File: src/rtl/mem_access_ctrl.sv
// Load/store sequencer: aligns requests onto a word-wide single-port memory, big-endian lanes.
// Optional access timeout with bus error when MEM_ACCESS_TIMEOUT_EN is defined.
module mem_access_ctrl #(
    parameter int unsigned TIMEOUT_CYCLES = 64,
    parameter int unsigned TAG_W          = 5
) (
    input  logic             clk,
    input  logic             rst_n,
    input  logic             req_valid,
    output logic             req_ready,
    input  logic [5:0]       req_opcode,
    input  logic [31:0]      req_addr,
    input  logic [31:0]      req_wdata,
    input  logic [TAG_W-1:0] req_tag,
    output logic             mem_en,
    output logic [31:0]      mem_addr,
    output logic [3:0]       mem_we,
    output logic [31:0]      mem_wdata,
    input  logic             mem_ready,
    input  logic [31:0]      mem_rdata,
    output logic             resp_valid,
    output logic [31:0]      resp_data,
    output logic [TAG_W-1:0] resp_tag,
    output logic             stall,
    output logic             misalign_err,
    output logic             bus_err
);

    localparam logic [5:0] OpLb  = 6'h20;
    localparam logic [5:0] OpLh  = 6'h21;
    localparam logic [5:0] OpLw  = 6'h23;
    localparam logic [5:0] OpLbu = 6'h24;
    localparam logic [5:0] OpLhu = 6'h25;
    localparam logic [5:0] OpSb  = 6'h28;
    localparam logic [5:0] OpSh  = 6'h29;
    localparam logic [5:0] OpSw  = 6'h2B;

    typedef enum logic [1:0] {StIdle, StAccess, StResp} state_e;

    state_e           state_q;
    logic [5:0]       op_q;
    logic [1:0]       off_q;
    logic             ld_q;
    logic [TAG_W-1:0] tag_q;

    logic        is_load, is_store, is_half, is_word, misaligned;
    logic [3:0]  st_we;
    logic [31:0] st_wdata;
    logic [7:0]  ld_byte;
    logic [15:0] ld_half;
    logic [31:0] ld_data;
    logic        timeout;

    always_comb begin
        is_load  = 1'b0;
        is_store = 1'b0;
        is_half  = 1'b0;
        is_word  = 1'b0;
        case (req_opcode)
            OpLb, OpLbu: is_load = 1'b1;
            OpLh, OpLhu: begin is_load = 1'b1;  is_half = 1'b1; end
            OpLw:        begin is_load = 1'b1;  is_word = 1'b1; end
            OpSb:        is_store = 1'b1;
            OpSh:        begin is_store = 1'b1; is_half = 1'b1; end
            OpSw:        begin is_store = 1'b1; is_word = 1'b1; end
            default:     ;
        endcase
        misaligned = (is_half & req_addr[0]) | (is_word & (|req_addr[1:0]));
    end

    // Byte offset 0 is the most significant lane (big-endian).
    always_comb begin
        st_we    = 4'b0000;
        st_wdata = req_wdata;
        if (is_word) begin
            st_we = 4'b1111;
        end else if (is_half) begin
            st_we    = req_addr[1] ? 4'b0011 : 4'b1100;
            st_wdata = {2{req_wdata[15:0]}};
        end else begin
            st_we    = 4'b1000 >> req_addr[1:0];
            st_wdata = {4{req_wdata[7:0]}};
        end
        if (!is_store) begin
            st_we = 4'b0000;
        end
    end

    always_comb begin
        case (off_q)
            2'd0:    ld_byte = mem_rdata[31:24];
            2'd1:    ld_byte = mem_rdata[23:16];
            2'd2:    ld_byte = mem_rdata[15:8];
            default: ld_byte = mem_rdata[7:0];
        endcase
        ld_half = off_q[1] ? mem_rdata[15:0] : mem_rdata[31:16];
        case (op_q)
            OpLb:    ld_data = {{24{ld_byte[7]}}, ld_byte};
            OpLbu:   ld_data = {24'd0, ld_byte};
            OpLh:    ld_data = {{16{ld_half[15]}}, ld_half};
            OpLhu:   ld_data = {16'd0, ld_half};
            default: ld_data = mem_rdata;
        endcase
    end

`ifdef MEM_ACCESS_TIMEOUT_EN
    localparam int unsigned CntW = ($clog2(TIMEOUT_CYCLES + 1) > 8) ?
                                   $clog2(TIMEOUT_CYCLES + 1) : 8;
    logic [CntW-1:0] cnt_q;

    // Counter is held at zero outside ACCESS, so it starts clean on every entry.
    always_ff @(posedge clk or negedge rst_n) begin
        if (!rst_n) begin
            cnt_q <= '0;
        end else if (state_q == StAccess && !mem_ready) begin
            cnt_q <= cnt_q + 1'b1;
        end else begin
            cnt_q <= '0;
        end
    end

    assign timeout = (cnt_q == CntW'(TIMEOUT_CYCLES - 1));
`else
    assign timeout = 1'b0;
`endif

    always_ff @(posedge clk or negedge rst_n) begin
        if (!rst_n) begin
            state_q      <= StIdle;
            op_q         <= '0;
            off_q        <= '0;
            ld_q         <= 1'b0;
            tag_q        <= '0;
            req_ready    <= 1'b1;
            mem_en       <= 1'b0;
            mem_addr     <= '0;
            mem_we       <= '0;
            mem_wdata    <= '0;
            resp_valid   <= 1'b0;
            resp_data    <= '0;
            resp_tag     <= '0;
            stall        <= 1'b0;
            misalign_err <= 1'b0;
            bus_err      <= 1'b0;
        end else begin
            resp_valid   <= 1'b0;
            misalign_err <= 1'b0;
            bus_err      <= 1'b0;
            case (state_q)
                StIdle: begin
                    if (req_valid && (is_load || is_store)) begin
                        if (misaligned) begin
                            misalign_err <= 1'b1;
                        end else begin
                            state_q   <= StAccess;
                            op_q      <= req_opcode;
                            off_q     <= req_addr[1:0];
                            ld_q      <= is_load;
                            tag_q     <= req_tag;
                            req_ready <= 1'b0;
                            stall     <= 1'b1;
                            mem_en    <= 1'b1;
                            mem_addr  <= {req_addr[31:2], 2'b00};
                            mem_we    <= st_we;
                            mem_wdata <= st_wdata;
                        end
                    end
                end
                StAccess: begin
                    if (mem_ready) begin
                        mem_en <= 1'b0;
                        mem_we <= 4'b0000;
                        if (ld_q) begin
                            state_q    <= StResp;
                            resp_valid <= 1'b1;
                            resp_data  <= ld_data;
                            resp_tag   <= tag_q;
                        end else begin
                            state_q   <= StIdle;
                            req_ready <= 1'b1;
                            stall     <= 1'b0;
                        end
                    end else if (timeout) begin
                        state_q   <= StIdle;
                        mem_en    <= 1'b0;
                        mem_we    <= 4'b0000;
                        req_ready <= 1'b1;
                        stall     <= 1'b0;
                        bus_err   <= 1'b1;
                    end
                end
                StResp: begin
                    state_q   <= StIdle;
                    req_ready <= 1'b1;
                    stall     <= 1'b0;
                end
                default: begin
                    state_q   <= StIdle;
                    req_ready <= 1'b1;
                    stall     <= 1'b0;
                    mem_en    <= 1'b0;
                end
            endcase
        end
    end

endmodule

File: config.mk
export PLATFORM = sky130hd
export DESIGN_NAME = mem_access_ctrl
export DESIGN_NICKNAME = d
export VERILOG_FILES = /design/src/rtl/mem_access_ctrl.sv
export SDC_FILE = /design/constraint.sdc
export NUM_CORES = 1
export LEC_CHECK = 0
export CORE_MARGIN = 1.5
export CORE_UTILIZATION = 30
export DETAILED_ROUTE_END_ITERATION = 10
export PLACE_DENSITY = 0.63
export SLEW_MARGIN = 10
export SYNTH_ARGS = -nofsm -noshare
export SYNTH_HDL_FRONTEND = slang
export SYNTH_SLANG_ARGS = --single-unit
File: constraint.sdc
create_clock -name clk -period 3.9 [get_ports clk]
set_input_delay 0.78 -clock clk [delete_from_list [all_inputs] [get_ports clk]]
set_output_delay 0.78 -clock clk [all_outputs]
set_load 0.05 [all_outputs]
==> impl_metrics.env <==
export IMPL_clock_latency_ps=410
export IMPL_start_kind="input pin"
export IMPL_status="complete, no violations"
export IMPL_finalHoldViolCount=0
export IMPL_clock_sinks=124
export IMPL_cts_tree="done"
export IMPL_grt_overflow=0
export IMPL_yosys_warnings=0
export IMPL_setup_tns_ps=0
export IMPL_cts_root_buffer="clkbuf_16"
export IMPL_syn_cell_area_um2=5896
export IMPL_synth_async_reset_ratio_pct=100.0
export IMPL_ctsHoldBuffers=0
export IMPL_grt_use_total_pct=17.80
export IMPL_fin_crit_ps=2812
export IMPL_numCtsBuffers=17
export IMPL_finalWirelength_um=17880
export IMPL_dieHeight_um=143.2
export IMPL_dpl_instance_area_um2=8290
export IMPL_maxCapViolations=0
export IMPL_gp_congestion=0.8566
export IMPL_slowest_delay_ps=790
export IMPL_num_antenna_cells=0
export IMPL_rsz0062_at_grt="no"
export IMPL_stdcell_area_um2=8904
export IMPL_drive_above_1_share_pct=18.49
export IMPL_layout_area_overhead_vs_synth_pct=51.02
export IMPL_ys_types=51
export IMPL_grt_antenna_before_repair=0
export IMPL_finalPower_w=0.006797
export IMPL_fin_crit_sh_pct=72.10
export IMPL_synth_seq_cells=124
export IMPL_fp_coreArea_um2=19400
export IMPL_fin_worst_skew_ps=8.437
export IMPL_synth_edf_count=0
export IMPL_arrival_ps=3100
export IMPL_max_freq_mhz=355.6
export IMPL_num_rows=51
export IMPL_post_cts_buffers=0
export IMPL_setup_viol=0
export IMPL_io_buffers=218
export IMPL_rr_startpoint="op_q[3]"
export IMPL_crit_fanout=72
export IMPL_syn_inst=491
export IMPL_detail_route_antenna_nets=0
export IMPL_dr_total_vias=4955
export IMPL_grt_max_degree=73
export IMPL_worst_r2r_cell_count=3
export IMPL_final_max_slew_viol_count=0
export IMPL_cts_resized=0
export IMPL_powerDensity_nw_per_um2=763.4
export IMPL_hold_class="input pin to asynchronous set/reset pin"
export IMPL_grt_pass1_vias=5233
export IMPL_synthFlopType="dfrtp_1"
export IMPL_reg2reg_to="resp_data[17]"
export IMPL_crit_required_ps=4190
export IMPL_power_leakage_nw=3.649
export IMPL_worstMarginPinSlew_ps=1028
export IMPL_avgSynthCellArea_um2=12.01
export IMPL_crit_slowest_cell="a21oi_1"
export IMPL_path_class="input pin to flop"
export IMPL_dr_pass1_iters=5
export IMPL_wl_per_cell_um=18.27
export IMPL_drc_errors=0
export IMPL_via_per_inst=5.061
export IMPL_die_x_um=143.2
export IMPL_vdd_drop_max_v=0.0003605
export IMPL_start_util_pct=30.39
export IMPL_grt_pass1_wl_um=28010
export IMPL_htreeDepth=4
export IMPL_ios=222
export IMPL_end_kind="flop"
export IMPL_hpwl_um=13170
export IMPL_hold_worst_slack_ps=418.2
export IMPL_ctsLongestPathBuffers=2
export IMPL_seq_area_frac_synth_pct=52.65
export IMPL_clk_pin_slew_ps=50
export IMPL_die_area_um2=20500
export IMPL_slew_headroom_pct=31.21
export IMPL_timing_critical_path_cells="clkdlybuf4s50_1, a21oi_1, o2111a_1, nand2_4, buf_12, mux2_2"
export IMPL_final_nets=812
export IMPL_dr_first_iter_drc_count=239
export IMPL_rrSetupSlack_ps=1730
-- cell usage in the layout (no fill, tap or decap), types with 3 or more instances in the layout --
cell type,n
clkbuf_8,3
a22oi_1,7
clkinv_2,3
buf_4,8
nor3_1,9
inv_1,8
bufinv_16,3
clkinvlp_4,5
clkdlybuf4s50_1,217
a22o_1,7
a221o_1,16
conb_1,3
mux2_2,74
nand2_1,42
nand2b_1,18
o22a_1,7
nand3_1,12
and2b_1,3
a21oi_1,27
clkbuf_16,17
nor2_1,12
a31oi_1,9
o2bb2ai_1,4
o31ai_1,8
mux4_2,8
a41oi_1,8
o21ai_0,18
dfrtp_1,123
-- registers in the layout (all words and copies together) (netlist names) --
signal and count:
mem_addr 30, op_q 6, resp_data 32, resp_valid 1
off_q 2, misalign_err 1, stall 1, state_q 2
mem_wdata 32, resp_tag 5, mem_en 1, tag_q 5
req_ready 1, mem_we 4, ld_q 1
-- per-layer routing --
metal	part of all wire, %	vias up	routed length, um	GRT usage (%)
met2	46	223	8302	28.15
li1	-	2244	-	-
met4	2.4	0	435	7.216
met3	10	29	1784	6.405
met1	41	2459	7359	22.01
met5	0	-	0	0
-- final cells by class --
type                    count  area [um^2]
flip-flops and latches    124         3104
multi-input cells         322         2549
well taps                 265        331.6
clock inverters            11        142.6
fillers                  1792        10500
clock buffers              21        470.5
repair buffers            227         2272
inverters                   9        33.78
-- worst max-delay path: cells and delay by family --
| kind | cells | cell delay [ps] |
|---|---|---|
| AO/OA/AOI/OAI | 2 | 1120 |
| buffers and inverters | 2 | 740 |
| multiplexers | 1 | 320 |
| AND/OR/NAND/NOR | 1 | 60 |
-- synthesized netlist by cell type (2+ instances only) --
master	number	area (um^2)
inv_1	8	30.03
nand2b_1	18	112.6
a21oi_1	27	135.1
buf_6	4	45.04
a221o_1	16	160.2
nor3_1	9	45.04
o2111a_1	2	22.52
a22o_1	7	61.31
and3b_1	2	17.52
buf_4	12	90.09
dfrtp_1	123	3078
o22ai_1	2	12.51
a41oi_1	8	70.07
mux4_2	8	180.2
o211ai_1	2	15.01
clkbuf_1	13	48.80
a22oi_1	7	52.55
o21ai_0	18	90.09
nand2_1	42	157.7
o22a_1	7	61.31
a21o_1	2	15.01
buf_2	8	40.04
o21a_1	2	15.01
nand3_1	13	65.06
o31ai_1	8	60.06
mux2_2	74	833.3
and2b_1	3	22.52
nor2_1	12	45.04
o2bb2ai_1	4	35.03
a31oi_1	9	56.30
-- report_power, final --
group          total, W  internal (W)  switching [W]
clock network   0.00163       0.00105       0.000578
logic           0.00317       0.00119        0.00198
registers       0.00200       0.00172       0.000285
total           0.00680       0.00395        0.00284
-- per-stage QoR --
| step | worst slack, ps | cells | utilization [%] |
|---|---|---|---|
| floorplan | 1749 | 493 | - |
| global placement | 781.9 | 947 | 42.74 |
| detailed placement | 698.1 | 947 | 42.74 |
| CTS | 1122 | 979 | 45.90 |
| global route | 898.6 | 979 | 45.90 |
| finish | 1088 | 979 | 45.90 |
-- worst max path at each step --
| stage | depth (start not counted) | endpoint | start |
|---|---|---|---|
| finish | 6 | mem_addr[11] | req_opcode[2] |
| global route | 6 | mem_we[1] | req_opcode[1] |
| CTS | 6 | mem_we[2] | req_opcode[1] |
| detailed placement | 6 | mem_we[1] | req_opcode[2] |
| global placement | 6 | mem_addr[6] | req_opcode[2] |
| floorplan | 7 | mem_addr[10] | req_opcode[1] |
-- cell families after synthesis --
| group | share of synthesized area [%] |
|---|---|
| AOI/OAI and AO/OA | 15.45 |
| buffers and inverters | 4.435 |
| DFF | 52.65 |
| muxes | 17.74 |
| other | 0.06361 |
| and+or+nand+nor | 9.656 |
Note: power is estimated with default switching activity, not from simulation.
